===== config.mk =====
export PLATFORM = sky130hd
export DESIGN_NAME = mul_stall_unit
export DESIGN_NICKNAME = d
export VERILOG_FILES = /design/src/rtl/mul_stall_unit.sv
export SDC_FILE = /design/constraint.sdc
export NUM_CORES = 1
export LEC_CHECK = 0
export CAP_MARGIN = 10
export CORE_ASPECT_RATIO = 0.5
export CORE_MARGIN = 4
export CORE_UTILIZATION = 30
export CTS_BUF_LIST = sky130_fd_sc_hd__clkbuf_2
export DETAILED_ROUTE_END_ITERATION = 16
export PLACE_DENSITY = 0.51
export SYNTH_ARGS = -nofsm -noshare
export SYNTH_HDL_FRONTEND = slang
export SYNTH_SLANG_ARGS = --single-unit

===== constraint.sdc =====
create_clock -name Clk -period 5.6 [get_ports Clk]
set_clock_uncertainty 0.1 [all_clocks]
set_input_delay 0.56 -clock Clk [delete_from_list [all_inputs] [get_ports Clk]]
set_output_delay 0.56 -clock Clk [all_outputs]
set_load 0.1 [all_outputs]

===== src/rtl/mul_stall_unit.sv =====
// Iterative radix-2 shift-add multiplier that holds the pipeline stall (MulOp) until hi/lo are ready.
// Optional feature: define MUL_EARLY_EXIT_EN to finish as soon as the remaining multiplier is zero.
module mul_stall_unit #(
  parameter int WIDTH = 32
) (
  input  logic             Clk,
  input  logic             Reset,
  input  logic             start,
  input  logic             signed_op,
  input  logic             flush,
  input  logic [WIDTH-1:0] a,
  input  logic [WIDTH-1:0] b,
  output logic             stall_req,
  output logic             done,
  output logic [WIDTH-1:0] hi,
  output logic [WIDTH-1:0] lo
);

  localparam int CW = $clog2(WIDTH + 1);

  typedef enum logic [1:0] {IDLE, BUSY, DONE} state_e;

  state_e               state_q, state_d;
  logic [2*WIDTH-1:0]   mcand_q, mcand_d;
  logic [2*WIDTH-1:0]   acc_q, acc_d;
  logic [WIDTH-1:0]     mplier_q, mplier_d;
  logic [WIDTH-1:0]     hi_q, hi_d;
  logic [WIDTH-1:0]     lo_q, lo_d;
  logic [CW-1:0]        count_q, count_d;
  logic                 sign_q, sign_d;
  logic                 done_q, done_d;

  logic [WIDTH-1:0]     a_mag, b_mag;
  logic [2*WIDTH-1:0]   step_acc, product;
  logic                 last_step;

  // The most-negative operand negates to itself, which read as unsigned is exactly its magnitude.
  assign a_mag = (signed_op && a[WIDTH-1]) ? -a : a;
  assign b_mag = (signed_op && b[WIDTH-1]) ? -b : b;

  assign step_acc = acc_q + (mplier_q[0] ? mcand_q : '0);
  assign product  = sign_q ? -step_acc : step_acc;

`ifdef MUL_EARLY_EXIT_EN
  assign last_step = ((mplier_q >> 1) == '0) || (count_q == CW'(WIDTH - 1));
`else
  assign last_step = (count_q == CW'(WIDTH - 1));
`endif

  always_comb begin
    // NOTE: every _d gets a default before the case so no path leaves a variable unassigned (no latches).
    state_d  = state_q;
    mcand_d  = mcand_q;
    acc_d    = acc_q;
    mplier_d = mplier_q;
    hi_d     = hi_q;
    lo_d     = lo_q;
    count_d  = count_q;
    sign_d   = sign_q;
    done_d   = 1'b0;

    unique case (state_q)
      IDLE: begin
        if (start && !flush) begin
          mcand_d  = {{WIDTH{1'b0}}, a_mag};
          mplier_d = b_mag;
          acc_d    = '0;
          count_d  = '0;
          sign_d   = signed_op & (a[WIDTH-1] ^ b[WIDTH-1]);
          state_d  = BUSY;
        end
      end
      BUSY: begin
        if (flush) begin
          state_d = IDLE;
        end else begin
          acc_d    = step_acc;
          mcand_d  = mcand_q << 1;
          mplier_d = mplier_q >> 1;
          count_d  = count_q + CW'(1);
          // hi/lo are loaded on entry to DONE so they are valid alongside the done strobe.
          if (last_step) begin
            state_d = DONE;
            hi_d    = product[2*WIDTH-1:WIDTH];
            lo_d    = product[WIDTH-1:0];
            done_d  = 1'b1;
          end
        end
      end
      DONE:    state_d = IDLE;
      default: state_d = IDLE;
    endcase
  end

  // NOTE: sequential state uses non-blocking assignments so all flops update from pre-edge values.
  always_ff @(posedge Clk) begin
    if (Reset) begin
      state_q  <= IDLE;
      mcand_q  <= '0;
      acc_q    <= '0;
      mplier_q <= '0;
      hi_q     <= '0;
      lo_q     <= '0;
      count_q  <= '0;
      sign_q   <= 1'b0;
      done_q   <= 1'b0;
    end else begin
      state_q  <= state_d;
      mcand_q  <= mcand_d;
      acc_q    <= acc_d;
      mplier_q <= mplier_d;
      hi_q     <= hi_d;
      lo_q     <= lo_d;
      count_q  <= count_d;
      sign_q   <= sign_d;
      done_q   <= done_d;
    end
  end

  // Combinational so the hazard unit freezes the pipeline in the issue cycle itself.
  assign stall_req = !Reset && (((state_q == IDLE) && start && !flush) || (state_q == BUSY));
  assign done      = done_q;
  assign hi        = hi_q;
  assign lo        = lo_q;

endmodule


==> Yosys cells after proc, flatten, opt, wreduce, memory -nomap -nowiden <==
Cells that the tools add are included.
{ "word_totals": {"register_bits": 234, "latchBits": 0, "mem_bits_rw": 0, "romBits": 0, "inputBits": 69, "out_inout_bits": 66, "word_cells": 60, "memories": 0} }
{ "classes": {"addsub": 5, "mul": 0, "n_div": 0, "n_lt_le_gt_ge": 0, "eq_ne": 5, "shifts": 0, "n_mux": 21, "bitwise": 4, "reduce_logical": 16} }
{ "ops": {"columns": ["cell", "count"], "rows": [
  ["64-bit 2-to-1 mux", 6],
  ["64-bit one-hot mux with 2 select lines", 2],
  ["32-bit 2-to-1 mux", 4],
  ["64-bit adder", 1],
  ["32-bit negation", 2],
  ["64-bit negation", 1],
  ["32-bit one-hot mux with 2 select lines", 1],
  ["6-bit 2-to-1 mux", 2],
  ["6-bit one-hot mux with 2 select lines", 1],
  ["6-bit by 1-bit adder with 6-bit output (second input constant)", 1],
  ["6-bit by 5-bit == test with 1-bit output (second input constant)", 1],
  ["1-bit logical AND", 6],
  ["2-bit 2-to-1 mux", 3],
  ["3-bit AND reduction", 2],
  ["2-bit inequality test (second input constant)", 2],
  ["2-bit one-hot mux with 2 select lines", 1],
  ["2-bit AND reduction", 2],
  ["3-bit inequality test (second input constant)", 1],
  ["3-bit OR reduction", 1],
  ["2-bit by 1-bit == test with 1-bit output (second input constant)", 1],
  ["1-bit zero test", 2],
  ["2-bit zero test", 1],
  ["1-bit NOT", 2],
  ["2-bit nonzero test", 1],
  ["other kinds (4)", 4]
]} }

==> Depth between registers and ports, before layout <==
Gate-level depths: netlist of run 1.
{ "logic_depth": {"word_depth": 5, "mapped_depth": 20, "mapped_depth_nobuf": 15} }

==> Least setup slack after synthesis of run 1 <==
Ideal clock, no wire load.
{ "synth_path": {"path_type": "reg-to-reg", "from": "register mplier_q[0]", "to": "register hi_q[28], in the netlist hi[28]", "setup_time_ns": 0.074, "t_arrival_ns": 4.817, "t_required_ns": 5.426, "setup_slack_ns": 0.608, "stages_incl_launch_ff": 18, "period_less_slack_ns": 4.992, "path_cell_list": "dfxtp_1 clkbuf_1 clkbuf_1 and2_1 ha_1 buf_2 a21o_1 a31o_1 a2111oi_4 a311oi_2 mux2_4 o2bb2ai_2 or3_1 or4b_1 buf_2 or4_1 or4_1 a31oi_1"} }
{ "synth_via": {"elab_chain_len": 4} }
{ "synth_lines": {"columns": ["element", "line_no", "source"], "rows": [
  ["from (decl)", "26", "logic [WIDTH-1:0] mplier_q, mplier_d;"],
  ["from (signal assigned)", "111", "mplier_q <= mplier_d;"],
  ["64-bit 2-to-1 mux (*)", "41", "assign step_acc = acc_q + (mplier_q[0] ? mcand_q : '0);"],
  ["64-bit adder (*)", "41", null],
  ["64-bit negation", "42", "assign product = sign_q ? -step_acc : step_acc;"],
  ["64-bit 2-to-1 mux (*)", "42", null],
  ["to (signal assigned)", "112", "hi_q <= hi_d;"],
  ["to (decl)", "27", "logic [WIDTH-1:0] hi_q, hi_d;"]
]} }
Every way passes the cells marked *; elsewhere a longest branch is shown, timed or not.
A chain may end at the register's enable or synchronous reset.

==> Final worst setup path of run 1 <==
Same ends and word-level chain as after synthesis.

==> metrics.md, run 1 <==
| Metric | Value |
|---|---|
| Status | `finished clean` |
| CTS tree | `built` |
| Count of unique library cells instantiated by Yosys | `90` |
| # Max-Cap Violations | `0` |
| DR iter-0 viols | `1423` |
| Grt met2 use | `0.313` |
| Sequential area share after synthesis | `0.275` |
| IO Port Bufs | `134` |
| Placed inst area | `19500 sq um` |
| Post-synth EDFFs | `0` |
| Syn Inst Count | `2304` |
| Setup TNS | `0 ns` |
| Commonest non-fill, non-tap cells in the layout | `336 x nor2_1, 232 x dfxtp_1, 210 x a21oi_1, 193 x nand2_1, 133 x clkdlybuf4s50_1` |
| Layout net count | `2582` |
| Most crowded layer after global routing | `met1` |
| IO Pins | `135` |
| Final ANT Viol Nets | `0` |
| GR Layer Usage met1 | `0.317` |
| Max FO, Critical Path | `14` |
| Required time of the worst setup path | `6.48 ns` |
| Clock buffer depth | `3` |
| Total core area | `55900 sq um` |
| CP Cell Sequence | `buf_4 > and2_1 > ha_2 > a21o_1 > a31oi_2 > o21ai_1 > or4_1 > a211oi_2 > o2111ai_1 > or3_1 > or4_4 > or4_4 > or4_1 > a31oi_1` |
| H-tree levels | `2` |
| Worst-Skew Late Latency | `1.06 ns` |
| Critical Path AT | `6.33 ns` |
| All-Layer GR Usage | `0.216` |
| Clk slew on worst S/H paths | `0.13 ns` |
| Final Max Tran Viols | `0` |
| Most common cell after layout, fill and taps aside | `nor2_1` |
| RSZ-0062 raised after global routing | `no` |
| Initial Util | `0.305` |
| Crit path max-delay family | `simple AND/OR/NAND/NOR gates` |
| Inserted Clock Buffers | `58` |
| Critical path buffers and inverters | `1` |
| Die Span Y | `176 microns` |
| Die width | `345 microns` |
| P per Cell Area | `165 nW/um^2` |
| Setup CP Type | `flop to flop` |
| Flops & latches, synth | `234` |
| Top FF cell, synth | `dfxtp_1` |
| Post-Syn Area | `17000 sq um` |
| Max_slew headroom | `0.274` |
| Final setup fails | `0` |
| Hpwl dp | `52200 microns` |
| Ratio of cells with drive above 1 in the final layout | `0.0937` |
| First-pass detailed-route iteration total | `6` |
| FFs w/ async S/R, synth | `0` |
| Final core utilization | `0.360` |
| Clock Sinks | `234` |
| Hold WC Path Type | `primary input to flop` |
| Max rail drop VDD | `95.9 uV` |
| Period utilisation layout | `0.972` |
| Design area | `20100 sq um` |
| Final Routed Wirelength | `67700 microns` |
| Setup crit start kind | `flop` |
| DIE AREA | `60900 sq um` |
| First-pass GRT wire length | `103000 microns` |
| Initial antenna violation count | `5` |
| Vias in the first global route | `16.8k` |
| Num rows | `61` |
| GRT overflow | `0` |
| Crit path capture type | `flop` |
| CTS root buf | `clkbuf_2` |
| Worst slack at placement | `-0.202 ns` |
| Final setup margin | `0.154 ns` |
| P&R area growth vs syn | `18.0%` |
| Routability-driven placement congestion ratio | `0.945` |
| Max incr delay on CP | `0.60 ns` |
| Grt met3 use | `0.0443` |
| P_leak | `7.66 nW` |
| Worst-Margin Slew | `1.09 ns` |
| Syn Area/Cell | `7.39 sq um` |
| Vias | `18.1k` |
| Slowest-stage cell, CP | `or4_4` |
| Synthesis Warnings | `0` |
| Min cycle time layout | `5.45 ns` |
| DRC viols | `0` |
| Pin count of the biggest net entering global routing | `89` |
| Via density | `5.58` |
| Hold Violations, Final | `0` |
| DR WL/cell | `20.9 microns` |
| Syn_nets | `2441` |
| F_max | `0.184 GHz` |
==> layout make-up <==
cell class	instances	area (sq um)
Sequential cell	234	4690
Tap cell	756	946
Multi-Input combinational cell	1881	11700
Fill cell	6022	35800
Timing Repair Buffer	237	2160
Antenna cell	2	5.00
Inverter	33	124
Clock buffer	78	390
Clock inverter	13	71.3
==> synth_stat cells (all sizes together) (4+ instances only) <==
cell type  count  area, sq um
o21ai        101          505
o41ai         12          105
nor2b          4         25.0
and4           6         52.6
a2111oi        5         62.6
a21boi         9         67.6
or2           12         75.1
nor4b          5         43.8
mux2i         10          100
xnor2         62          543
a211oi        88          666
or3           23          144
o31ai         29          218
nand4         44          275
inv           32          120
nand3         40          200
and2          90          563
o21a          17          128
nor2         338         1270
o211ai        19          143
o21bai         8         60.1
ha            67          838
a311oi        13          120
xor2          79          692
nand2b        13         81.3
o311a          4         40.0
nand3b         6         45.0
nor3          55          275
and3          22          138
a31oi         14         93.8
a21o          29          218
a21oi        210         1050
or4           16          124
nand2        193          724
dfxtp        234         4680
o2111ai        7         61.3
nor4          29          181
a22oi        130          976
clkbuf       133          500
a221oi         8         70.1
buf           23          119
o211a          6         60.1
and3b          4         35.0
==> per-layer routing <==
metal / up-vias / wire (microns) / part of all wire
li1: 8843 / - / -
met1: 8554 / 33300 / 0.49
met2: 527 / 27700 / 0.41
met3: 122 / 4370 / 0.065
met4: 4 / 2280 / 0.034
met5: - / 27 / 0.00040
==> registers in the layout (all words and copies together), names as in the netlist <==
name / flops
acc_q: 64
mcand_q: 64
hi: 32
lo: 32
mplier_q: 32
count_q: 6
state_q: 2
done: 1
sign_q: 1
==> power by group <==
part	leakage (nW)	switching [W]	internal, W
Combinational	5.40	0.000280	0.000164
Sequential	1.89	0.0000372	0.00169
Clock	0.364	0.000765	0.000384
==> per-stage QoR <==
step	total power (W)	hold WS (ns)	std cells
after floorplan	0.00200	0.332	2304
after global placement	0.00221	0.343	3136
after detailed placement	0.00221	0.353	3136
after CTS	0.00338	0.00455	3229
after global routing	0.00351	0.0564	3233
final	0.00332	0.117	3234
==> worst paths after layout <==
| kind | startpoint | end | slack (ns) | cells after the start |
|---|---|---|---|---|
| worst max register to register | mplier_q[0] | hi[28] | 0.15 | 14 |
| worst max-delay path | mplier_q[0] | hi[28] | 0.15 | 14 |
| worst min register to register | mplier_q[3] | mplier_q[2] | 0.36 | 2 |
| worst min-delay path | b[13] | mplier_q[13] | 0.12 | 4 |
==> worst register-to-register path, cell delays in order, from the launching register on <==
cell       delay [ns]
dfxtp_4          0.50
buf_4            0.24
and2_1           0.16
ha_2             0.35
a21o_1           0.28
a31oi_2          0.26
o21ai_1          0.12
or4_1            0.52
a211oi_2         0.39
o2111ai_1        0.26
or3_1            0.42
or4_4            0.60
or4_4            0.49
or4_1            0.49
a31oi_1          0.18
==> cells by family after synthesis <==
| logic type | synth area share |
|---|---|
| flip-flops | 0.275 |
| AND/OR/NAND/NOR | 0.254 |
| buffers and inverters | 0.0436 |
| XOR/XNOR | 0.0725 |
| multiplexers | 0.00808 |
| adder cells (fa/ha/maj) | 0.0504 |
| AO/OA/AOI/OAI | 0.296 |
==> repair_timing <==
item / in CTS / in global routing
cloned: 0 / 0
gates resized for setup: 3 / 19
endpoints found under the hold margin: 69 / 0
hold buffers: 2 / 0
buffers inserted: 0 / 3
pin swaps: 0 / 2
setup endpoints to repair: 2 / 2
(Power assumes the default switching activity.)
==> inputs of run 2 (changes only) <==
--- a/config.mk
+++ b/config.mk
@@ -8,10 +8,10 @@
 export CAP_MARGIN = 10
 export CORE_ASPECT_RATIO = 0.5
 export CORE_MARGIN = 4
-export CORE_UTILIZATION = 30
+export CORE_UTILIZATION = 52
 export CTS_BUF_LIST = sky130_fd_sc_hd__clkbuf_2
 export DETAILED_ROUTE_END_ITERATION = 16
-export PLACE_DENSITY = 0.51
+export PLACE_DENSITY = 0.76
 export SYNTH_ARGS = -nofsm -noshare
 export SYNTH_HDL_FRONTEND = slang
 export SYNTH_SLANG_ARGS = --single-unit
==> constraint.sdc (replaced) <==
create_clock -name Clk -period 5.4 [get_ports Clk]
set_clock_uncertainty 0.1 [all_clocks]
set_input_delay 0.54 -clock Clk [delete_from_list [all_inputs] [get_ports Clk]]
set_output_delay 0.54 -clock Clk [all_outputs]
set_load 0.1 [all_outputs]
==> run 2 against run 1 <==
Worst hold slack improved by 0.11 ns. Via count rose by 2.1%. Fmax rose by 2.1%. Total power rose by 1.4%. Register-to-register slack got worse by 0.09 ns. Setup slack got worse by 0.088 ns. Critical endpoint unchanged. Largest cell class unchanged. Die area fell by 41%. Clock power barely moved. Sequential power rose by 3%. Clock-buffer cell count fell by 3. Global-route usage rose by 10 points.
==> metrics.md, run 2 (synthesis gave the netlist of run 1 again) <==
| Metric | Value |
|---|---|
| Status | `finished clean (unchanged)` |
| Worst-Margin Slew | `1.12 ns (was 1.09 ns)` |
| Layout net count | `2594 (was 2582)` |
| Initial antenna violation count | `1 (was 5)` |
| First-pass GRT wire length | `93100 microns (was 103000 microns)` |
| # Max-Cap Violations | `0 (unchanged)` |
| Routability-driven placement congestion ratio | `1.00 (was 0.945)` |
| IO Port Bufs | `134 (unchanged)` |
| Pin count of the biggest net entering global routing | `171 (was 89)` |
| R2R cell count | `15 (was 14)` |
| F_max | `0.187 GHz (was 0.184 GHz)` |
| Worst slack at placement | `0.0563 ns (was -0.202 ns)` |
| DR WL/cell | `20.6 microns (was 20.9 microns)` |
| RSZ-0062 raised after global routing | `no (unchanged)` |
| P_leak | `7.72 nW (was 7.66 nW)` |
| Min cycle time layout | `5.33 ns (was 5.45 ns)` |
| H-tree levels | `2 (unchanged)` |
| Clock Sinks | `234 (unchanged)` |
| Final setup margin | `0.0664 ns (was 0.154 ns)` |
| Required time of the worst setup path | `6.19 ns (was 6.48 ns)` |
| Final Routed Wirelength | `60400 microns (was 67700 microns)` |
| Die width | `264 microns (was 345 microns)` |
| Setup crit start kind | `flop (unchanged)` |
| Total core area | `32000 sq um (was 55900 sq um)` |
| DRC viols | `0 (unchanged)` |
| Slowest-stage cell, CP | `or4_1 (was or4_4)` |
| CTS tree | `built (unchanged)` |
| Final Max Tran Viols | `0 (unchanged)` |
| All-Layer GR Usage | `0.321 (was 0.216)` |
| Clk slew on worst S/H paths | `0.13 ns (about the same)` |
| Die Span Y | `136 microns (was 176 microns)` |
| Vias in the first global route | `16.5k (was 16.8k)` |
| Top flop regs | `acc_q: 64 flops, mcand_q: 64 flops (unchanged)` |
| Hold Startpoint | `b[31] (was b[13])` |
| CTS root buf | `clkbuf_2 (unchanged)` |
| R2r startpoint | `mplier_q[0] (unchanged)` |
| Via density | `6.29 (was 5.58)` |
| P per Cell Area | `171 nW/um^2 (was 165 nW/um^2)` |
| Vias | `18.4k (was 18.1k)` |
| IO Pins | `135 (unchanged)` |
| Final core utilization | `0.617 (was 0.360)` |
| Setup CP Type | `flop to flop (unchanged)` |
| GRT overflow | `0 (unchanged)` |
| Inserted Clock Buffers | `52 (was 58)` |
| Placed Cells | `2834 (was 3136)` |
| Max_slew headroom | `0.255 (was 0.274)` |
| P&R area growth vs syn | `16.0% (was 18.0%)` |
| Max rail drop VDD | `153 uV (was 95.9 uV)` |
| Hold EP | `mplier_q[31] (was mplier_q[13])` |
| Num rows | `46 (was 61)` |
| Hpwl dp | `46000 microns (was 52200 microns)` |
| Hold_ws | `0.223 ns (was 0.117 ns)` |
| Setup TNS | `0 ns (unchanged)` |
| Critical Path AT | `6.12 ns (was 6.33 ns)` |
| Commonest non-fill, non-tap cells in the layout | `336 x nor2_1, 233 x dfxtp_1, 208 x a21oi_1, 193 x nand2_1, 133 x clkdlybuf4s50_1 (was 336 x nor2_1, 232 x dfxtp_1, 210 x a21oi_1, 193 x nand2_1, 133 x clkdlybuf4s50_1)` |
| Most common cell after layout, fill and taps aside | `nor2_1 (unchanged)` |
| Final setup fails | `0 (unchanged)` |
| Hold Violations, Final | `0 (unchanged)` |
| DIE AREA | `35900 sq um (was 60900 sq um)` |
| CP Cell Sequence | `buf_12 > buf_6 > and2_1 > ha_1 > nand4_1 > nor3_1 > o2111ai_1 > a41o_1 > a21boi_1 > o2bb2ai_2 > or3_1 > or4b_1 > or4_1 > or4_1 > a31oi_1 (was buf_4 > and2_1 > ha_2 > a21o_1 > a31oi_2 > o21ai_1 > or4_1 > a211oi_2 > o2111ai_1 > or3_1 > or4_4 > or4_4 > or4_1 > a31oi_1)` |
| Most Frequent Cell on Critical Path | `or4_1` |
| Crit path capture type | `flop (unchanged)` |
| Clock buffer depth | `3 (unchanged)` |
| Period utilisation layout | `0.988 (was 0.972)` |
| Initial Util | `0.532 (was 0.305)` |
| Setup Fix Bufs, Post-CTS | `0 (unchanged)` |
| R2R setup slack | `0.07 ns (was 0.15 ns)` |
| Hold path depth | `3 (was 4)` |
| Final ANT Viol Nets | `0 (unchanged)` |
| Hold WC Path Type | `primary input to flop (unchanged)` |
| Worst reg2reg endpoint | `hi[28] (unchanged)` |
| DR iter-0 viols | `1857 (was 1423)` |
| Max incr delay on CP | `0.63 ns (was 0.60 ns)` |
| Non-Filler Instances | `2929 (was 3234)` |
| Ratio of cells with drive above 1 in the final layout | `0.0943 (was 0.0937)` |
| First-pass detailed-route iteration total | `6 (unchanged)` |
| Max FO, Critical Path | `43 (was 14)` |
| Worst-Skew Late Latency | `0.96 ns (was 1.06 ns)` |
## run 2: routing by layer
metal | global-route usage | share of wire
met1 | 0.475 | 0.47
met2 | 0.486 | 0.42
met3 | 0.0577 | 0.090
met4 | 0.0706 | 0.022
met5 | 0 | 0
## run 2: per-stage QoR
stage	cell area [sq um]	total power [W]
2_1_floorplan	17000	0.00207
3_3_place_gp	19300	0.00227
3_5_place_dp	19300	0.00227
4_1_cts	19700	0.00339
5_1_grt	19800	0.00352
6_report	19800	0.00337
## run 2: layout make-up
type | count | area [sq um]
timing repair buffer | 255 | 2290
multi-input combinational | 1881 | 11700
clock inverter | 15 | 70.1
inverter | 33 | 124
fill | 2997 | 12200
antenna | 4 | 10.0
clock buffer | 75 | 375
sequential | 234 | 4690
tap | 432 | 541
## run 2: critical path, delay by kind of cell (launching register included)
kind / cells / cell delay (ns)
adder cells (fa/ha/maj): 1 / 0.42
flip-flops: 1 / 0.34
AO/OA/AOI/OAI: 5 / 1.12
buffers and inverters: 2 / 0.34
AND/OR/NAND/NOR: 7 / 2.99
## run 2: how the worst max path moves through the flow
stage | from | end | slack (ns) | cells after the start
2_1_floorplan | mplier_q[0] | hi[28] | 0.41 | 17
3_3_place_gp | mplier_q[0] | hi[28] | 0.06 | 15
3_5_place_dp | mplier_q[0] | hi[28] | 0.06 | 15
4_1_cts | mplier_q[0] | hi[28] | 0.09 | 15
5_1_grt | mplier_q[0] | hi[28] | 0.005 | 15
6_report | mplier_q[0] | hi[28] | 0.07 | 15
## run 2: where the power goes
part / switching (W) / total, W / internal, W / leakage (nW)
sequential: 0.0000304 / 0.00179 / 0.00176 / 1.89
combinational: 0.000285 / 0.000454 / 0.000169 / 5.49
clock: 0.000753 / 0.00113 / 0.000374 / 0.337
## run 2: timing repair
item | in CTS | in global routing
endpoints found under the setup margin | 0 | 13
hold endpoints to repair | 42 | 0
hold buffers | 1 | 0
resized for setup | 0 | 8
